==> src/rtl/multi_channel_trigger_core.sv <==
// Per-channel self-trigger: registered hit detection, then a window FSM
// with pre/post extension, window merge, timeout and re-arm.
module multi_channel_trigger_core #(
    parameter int CHANNEL_NUM                 = 4,
    parameter int SAMPLE_NUM_PER_CLK          = 8,
    parameter int SAMPLE_WIDTH                = 16,
    parameter int ADC_RESOLUTION_WIDTH        = 12,
    parameter int MAX_PRE_ACQUISITION_LENGTH  = 2,
    parameter int MAX_POST_ACQUISITION_LENGTH = 2,
    parameter int MAX_TRIGGER_LENGTH          = 256
) (
    input  logic ACLK,
    input  logic ARESETN,
    input  logic SET_CONFIG,
    input  logic STOP,
    input  logic [CHANNEL_NUM-1:0] CH_ENABLE,
    input  logic [CHANNEL_NUM*SAMPLE_NUM_PER_CLK*SAMPLE_WIDTH-1:0] S_AXIS_TDATA,
    input  logic [CHANNEL_NUM-1:0] S_AXIS_TVALID,
    input  logic [CHANNEL_NUM*SAMPLE_NUM_PER_CLK*SAMPLE_WIDTH-1:0] H_S_AXIS_TDATA,
    input  logic signed [SAMPLE_WIDTH-1:0] RISING_EDGE_THRESHOLD,
    input  logic signed [SAMPLE_WIDTH-1:0] FALLING_EDGE_THRESHOLD,
    input  logic [$clog2(MAX_PRE_ACQUISITION_LENGTH):0] PRE_ACQUISITION_LENGTH,
    input  logic [$clog2(MAX_POST_ACQUISITION_LENGTH):0] POST_ACQUISITION_LENGTH,
    output logic [CHANNEL_NUM-1:0] TRIGGER,
    output logic [CHANNEL_NUM-1:0] SATURATION_FLAG,
    output logic [CHANNEL_NUM-1:0] TIMEOUT_FLAG
);

    localparam int WORD_W = SAMPLE_NUM_PER_CLK * SAMPLE_WIDTH;
    localparam int ADC_W  = ADC_RESOLUTION_WIDTH;
    localparam int EXT_W  = $clog2(MAX_PRE_ACQUISITION_LENGTH
                                   + MAX_POST_ACQUISITION_LENGTH + 1);
    localparam int LEN_W  = $clog2(MAX_TRIGGER_LENGTH + 1);
    localparam logic [ADC_W-1:0] SAT_POS = {1'b0, {(ADC_W-1){1'b1}}};
    localparam logic [ADC_W-1:0] SAT_NEG = {1'b1, {(ADC_W-1){1'b0}}};

    typedef enum logic [1:0] {IDLE, ACTIVE, EXTEND, REARM} state_t;

    logic [EXT_W-1:0] pre_len;
    logic [EXT_W-1:0] post_len;
    logic [EXT_W-1:0] ext_len;

    always_comb begin
        pre_len  = EXT_W'(PRE_ACQUISITION_LENGTH);
        post_len = EXT_W'(POST_ACQUISITION_LENGTH);
        if (int'(PRE_ACQUISITION_LENGTH) > MAX_PRE_ACQUISITION_LENGTH)
            pre_len = EXT_W'(MAX_PRE_ACQUISITION_LENGTH);
        if (int'(POST_ACQUISITION_LENGTH) > MAX_POST_ACQUISITION_LENGTH)
            post_len = EXT_W'(MAX_POST_ACQUISITION_LENGTH);
        ext_len = pre_len + post_len;
    end

    for (genvar c = 0; c < CHANNEL_NUM; c++) begin : g_ch
        logic signed [SAMPLE_WIDTH-1:0] smp;
        logic [ADC_W-1:0] hsmp;
        logic hit_raw, end_raw, sat_raw;
        logic hit_q, hit_d, end_q, end_d;
        logic sat_q, sat_d, vld_q, vld_d;
        state_t state_q, state_d;
        logic [LEN_W-1:0] len_q, len_d;
        logic [EXT_W-1:0] ext_q, ext_d;
        logic rearm_q, rearm_d;
        logic trig_q, trig_d;
        logic satf_q, satf_d;
        logic tout_q, tout_d;
        logic arm, leave;

        always_comb begin
            smp     = '0;
            hsmp    = '0;
            hit_raw = 1'b0;
            end_raw = 1'b1;
            sat_raw = 1'b0;
            for (int i = 0; i < SAMPLE_NUM_PER_CLK; i++) begin
                smp  = S_AXIS_TDATA[c*WORD_W + i*SAMPLE_WIDTH +: SAMPLE_WIDTH];
                hsmp = H_S_AXIS_TDATA[c*WORD_W + i*SAMPLE_WIDTH
                                      + SAMPLE_WIDTH - ADC_W +: ADC_W];
                if (smp > RISING_EDGE_THRESHOLD)
                    hit_raw = 1'b1;
                if (!(smp < FALLING_EDGE_THRESHOLD))
                    end_raw = 1'b0;
                if (hsmp == SAT_POS || hsmp == SAT_NEG)
                    sat_raw = 1'b1;
            end
            vld_d = S_AXIS_TVALID[c];
            hit_d = vld_d & (hit_raw | sat_raw);
            end_d = vld_d & end_raw;
            sat_d = vld_d & sat_raw;
            if (SET_CONFIG) begin
                vld_d = 1'b0;
                hit_d = 1'b0;
                end_d = 1'b0;
                sat_d = 1'b0;
            end
        end

        always_comb begin
            state_d = state_q;
            len_d   = len_q;
            ext_d   = ext_q;
            rearm_d = rearm_q;
            tout_d  = 1'b0;
            leave   = 1'b0;
            arm     = hit_q & CH_ENABLE[c] & ~STOP & vld_q;
            unique case (state_q)
                IDLE: begin
                    if (arm) begin
                        state_d = ACTIVE;
                        len_d   = LEN_W'(1);
                    end
                end
                ACTIVE: begin
                    len_d = len_q + LEN_W'(1);
                    if (end_q || !vld_q) begin
                        leave = 1'b1;
                    end else if (len_q == LEN_W'(MAX_TRIGGER_LENGTH)) begin
                        leave   = 1'b1;
                        rearm_d = 1'b1;
                        tout_d  = 1'b1;
                    end
                    // no extension configured: close the window immediately
                    if (leave) begin
                        if (ext_len == '0) begin
                            state_d = rearm_d ? REARM : IDLE;
                        end else begin
                            state_d = EXTEND;
                            ext_d   = EXT_W'(1);
                        end
                    end
                end
                EXTEND: begin
                    if (arm && !rearm_q) begin
                        state_d = ACTIVE;
                        len_d   = LEN_W'(1);
                    end else if (ext_q >= ext_len) begin
                        state_d = rearm_q ? REARM : IDLE;
                    end else begin
                        ext_d = ext_q + EXT_W'(1);
                    end
                end
                REARM: begin
                    if (end_q && vld_q) begin
                        state_d = IDLE;
                        rearm_d = 1'b0;
                    end
                end
            endcase
            trig_d = (state_d == ACTIVE) || (state_d == EXTEND);
            satf_d = trig_d & (satf_q | sat_q);
            if (SET_CONFIG) begin
                state_d = IDLE;
                len_d   = '0;
                ext_d   = '0;
                rearm_d = 1'b0;
                tout_d  = 1'b0;
                trig_d  = 1'b0;
                satf_d  = 1'b0;
            end
        end

        always_ff @(posedge ACLK or negedge ARESETN) begin
            if (!ARESETN) begin
                hit_q   <= 1'b0;
                end_q   <= 1'b0;
                sat_q   <= 1'b0;
                vld_q   <= 1'b0;
                state_q <= IDLE;
                len_q   <= '0;
                ext_q   <= '0;
                rearm_q <= 1'b0;
                trig_q  <= 1'b0;
                satf_q  <= 1'b0;
                tout_q  <= 1'b0;
            end else begin
                hit_q   <= hit_d;
                end_q   <= end_d;
                sat_q   <= sat_d;
                vld_q   <= vld_d;
                state_q <= state_d;
                len_q   <= len_d;
                ext_q   <= ext_d;
                rearm_q <= rearm_d;
                trig_q  <= trig_d;
                satf_q  <= satf_d;
                tout_q  <= tout_d;
            end
        end

        assign TRIGGER[c]         = trig_q;
        assign SATURATION_FLAG[c] = satf_q;
        assign TIMEOUT_FLAG[c]    = tout_q;
    end

endmodule
==> config.mk <==
export PLATFORM = sky130hd
export DESIGN_NAME = multi_channel_trigger_core
export DESIGN_NICKNAME = d
export VERILOG_FILES = /design/src/rtl/multi_channel_trigger_core.sv
export SDC_FILE = /design/constraint.sdc
export NUM_CORES = 2
export LEC_CHECK = 0
export CORE_AREA = 2 2 422 424
export CTS_CLUSTER_DIAMETER = 200
export CTS_CLUSTER_SIZE = 8
export DETAILED_ROUTE_END_ITERATION = 6
export DIE_AREA = 0 0 424 426
export HOLD_SLACK_MARGIN = 0.1
export PLACE_DENSITY = 0.43
export SLEW_MARGIN = 25
export SYNTH_ARGS = -nofsm -noshare
export SYNTH_HDL_FRONTEND = slang
export SYNTH_SLANG_ARGS = --single-unit
==> constraint.sdc <==
create_clock -name ACLK -period 3.3 [get_ports ACLK]
set_input_delay 0.66 -clock ACLK [delete_from_list [all_inputs] [get_ports ACLK]]
set_output_delay 0.66 -clock ACLK [all_outputs]
set_load 0.005 [all_outputs]
==> metrics.txt <==
Max Freq=a little over 300 MHz; skew final=between 20 and 25 ps; slowest CP cell=clkdlybuf4s50_1; fin cells=slightly above 7000; Cell Chain, Critical Path=clkdlybuf4s50_1 > nor2b_4 > ha_4 > xor2_4 > inv_4 > ha_1 > nand2_1 > o21a_1 > a221o_1 > a21oi_1 > o211ai_1 > and2_1 > mux2_2 > o21a_1; Synth Area in Compound Gates=around 22%; max cap viols=0; Avg Cell Area, Syn=slightly above 8 sq um; WL/cell=about 26 microns; GP Congestion=just over 0.9; total CTS buffers=9; clk sinks=between 80 and 90; Area Overhead vs Synth=60.7%; max incr delay on CP=about 460 ps; crit-path max FO=5; Synth Warn #=0; dpl hpwl=168000 microns; FF-to-FF End=g_ch[0].ext_q[2]; CP Launch Type=input port; top_reg_cell synth=dfrtp_1; row count=roughly 150; Post-Synth Adder-Cell Area=roughly 45%; Critical R2R Launch=g_ch[0].len_q[0]; Final setup violation count=0; number of buffers on the longest clock path=2; R2R cell count=8; final core utilization=between 20% and 30%; first-pass GRT wire length=~260000 microns; Fin Hold WS=roughly 220 ps; Synthesized Nets=5594; Least-Margin Pin Slew=between 700 and 800 ps; die area=about 180000 sq um; RSZ-0062 raised after global routing=yes; CP endpoint=g_ch[0].satf_q; initial antenna violation count=67; DRT antenna net count=0; EDFF count, synth=0; cell repeated most along the worst path=o21a_1; power per cell area=just under 200 nW/um^2; Overflow after GRT=0; Min-Delay Path Class=in2async; Nets=~7000; total power=approximately 9000 uW; outcome=complete, no violations; Mapped Cells=around 3500; clock period minus worst slack=roughly 3200 ps; period utilisation layout=a little over nine tenths; flops & latches, synth=88; chip width=424 microns; leading area contributor after synthesis=ha_1; Worst-Skew Late Latency=around 400 ps; Via density=4.75; GRT Total Usage=20.1%; post-synthesis cell area=~29000 sq um; post-synthesis mux area share=less than 1%; DRT iter0 DRCs=1926; htree depth=3; peak supply drop=between 0.2 and 0.25 mV; routed wire length=around 190000 microns; largest family of logic cells by synthesized area=adder cells; Initial Util=around 16%; Unique masters post-synth=78; Worst slew margin=roughly half; area share of the leading cell type in the synthesized netlist=between 40% and 50%; Die Y=426 microns; Seq/Total Area, Yosys=about 7.6%; crit end category=flip-flop; via count=about 35000; top post-synthesis cells by area=ha_1, dfrtp_1, a21oi_1; Residual DRC=0; Final Hold Vio Count=0; worst path required time=3570 ps; Sequential Area=roughly 2200 sq um; Root Driver=clkbuf_16; largest net degree at the start of global routing=47; hold_buf cts=0; drt first pass iters=5; Critical Path Source=POST_ACQUISITION_LENGTH[0]; Inst Count DP=7227; asr flop ratio synth=100%; Core Footprint=approximately 180000 sq um; filler cell count=between 15000 and 20000; Post-Synth Simple-Gate Area=between 20 and 25%; multi-input combinational cell area=26300 sq um; fin. max-slew vios=0; # IOs=about 1100; xor/xnor share of the synthesized area=0.152%; CTS tree=built; Worst Path Arrival=3490 ps; reg-to-reg slack, setup=approximately 700 ps; Clk pin slew, worst setup/hold paths=approximately 80 ps; vias in the first global route=between 30000 and 40000; share of cells above drive strength 1=between 10% and 20%; Port Buffers=955; leak pwr=about 0.020 uW; CP Class=in2reg
## per-stage QoR
step	instance area (sq um)	setup slack, ps	setup TNS (ps)
4_1_cts	45900	4.46	0
5_1_grt	46300	-10.3	-29.4
6_report	46300	82.6	0
2_1_floorplan	28800	55.0	0
3_5_place_dp	45500	-737	-15300
3_3_place_gp	45500	-725	-15570
## area by class of cell
| cell class | instances | share of cell area [%] |
|---|---|---|
| clock buffers | 9 | 0.486 |
| clock inverters | 7 | 0.149 |
| well taps | 2340 | 6.32 |
| inverters | 153 | 1.31 |
| flip-flops and latches | 88 | 4.75 |
| multi-input cells | 3222 | 56.7 |
| diodes | 25 | 0.135 |
| repair buffers | 1428 | 30.1 |
## layout by cell type, fill, tap and decap left out, types with 9 or more instances in the layout
cell / synthesis / final
a2111oi_0: 28 / 13
a2111oi_1: 0 / 12
a211o_1: 9 / 9
a211oi_1: 74 / 66
a211oi_2: 1 / 9
a21o_1: 121 / 121
a21oi_1: 293 / 285
a31oi_1: 45 / 44
a41oi_1: 10 / 9
and3_1: 36 / 36
and4_1: 9 / 9
buf_12: 0 / 65
buf_4: 12 / 401
clkbuf_16: 0 / 9
clkdlybuf4s50_1: 0 / 943
dfrtp_1: 88 / 88
diode_2: 0 / 25
ha_1: 1030 / 1028
inv_1: 151 / 120
inv_2: 1 / 21
inv_4: 0 / 9
nand2_1: 180 / 180
nand2b_1: 61 / 61
nand3_1: 122 / 121
nand4_1: 201 / 201
nand4b_1: 39 / 39
nor2_1: 202 / 201
nor2b_1: 57 / 55
nor3_1: 83 / 80
nor4_1: 85 / 81
nor4b_1: 39 / 39
o2111ai_1: 19 / 18
o211ai_1: 51 / 51
o21a_1: 23 / 23
o21ai_0: 217 / 212
o21bai_1: 14 / 14
o22ai_1: 13 / 11
o31ai_1: 19 / 17
## layer usage
metal / global-route usage, % / routed length, microns / vias to the layer above / share of wire, %
met5: 0 / 217 / - / 0.11
met4: 6.87 / 6940 / 38 / 3.7
met3: 3.26 / 10300 / 254 / 5.4
met2: 36.9 / 96200 / 1095 / 51
met1: 23.3 / 76000 / 16304 / 40
li1: - / - / 16829 / -
## worst min-delay path by stage
| stage | start | endpoint | cells after the start |
|---|---|---|---|
| 6_report | ARESETN | g_ch[2].tout_q | 1 |
| 2_1_floorplan | ARESETN | g_ch[0].end_q | 0 |
| 4_1_cts | ARESETN | g_ch[1].hit_q | 1 |
| 3_3_place_gp | g_ch[2].sat_q | g_ch[2].satf_q | 1 |
| 3_5_place_dp | g_ch[2].sat_q | g_ch[2].satf_q | 1 |
| 5_1_grt | ARESETN | g_ch[3].len_q[5] | 1 |
## cell usage after synthesis, drive strengths merged, types with 75 or more instances
master / count
nor4: 85
o21ai: 220
nor3: 83
a211oi: 75
nand3: 122
dfrtp: 88
ha: 1030
nor2: 202
nand4: 201
a21oi: 293
inv: 152
nand2: 180
a21o: 121
## worst max-delay path, delay by kind of cell
| family | cells | cell delay, ps |
|---|---|---|
| AO/OA/AOI/OAI | 5 | 910 |
| buffers and inverters | 2 | 550 |
| adder cells (fa/ha/maj) | 2 | 440 |
| AND/OR/NAND/NOR | 3 | 400 |
| multiplexers | 1 | 270 |
| XOR/XNOR | 1 | 240 |
## logic make-up (layout without fill, tap and decap cells)
logic type               count (synthesis)  after routing
AO/OA/AOI/OAI                         1009           1009
XOR/XNOR                                 5              5
adder cells (fa/ha/maj)               1030           1030
buffers and inverters                  182           1597
flip-flops                              88             88
multiplexers                            18             18
other                                    0             25
AND/OR/NAND/NOR                       1160           1160
## registers in the layout, indices dropped and copies added (netlist names)
| signal | cells |
|---|---|
| g_ch.hit_q | 4 |
| g_ch.sat_q | 4 |
| g_ch.state_q | 8 |
| g_ch.vld_q | 4 |
| g_ch.rearm_q | 4 |
| g_ch.trig_q | 4 |
| g_ch.satf_q | 4 |
| g_ch.ext_q | 12 |
| g_ch.end_q | 4 |
| g_ch.tout_q | 4 |
| g_ch.len_q | 36 |
## report_power, final
part	total, uW	internal (uW)	switching (uW)
logic	6590	3210	3380
registers	1260	1150	102
clock network	1150	539	616
## timing repair
| action | CTS | global route |
|---|---|---|
| setup endpoints to repair | 20 | 19 |
| resized for setup | 34 | 77 |
| gates cloned | 0 | 0 |
| buffers inserted | 0 | 5 |
| pin swaps | 5 | 29 |
No activity file was read; power rests on OpenSTA's default activity.
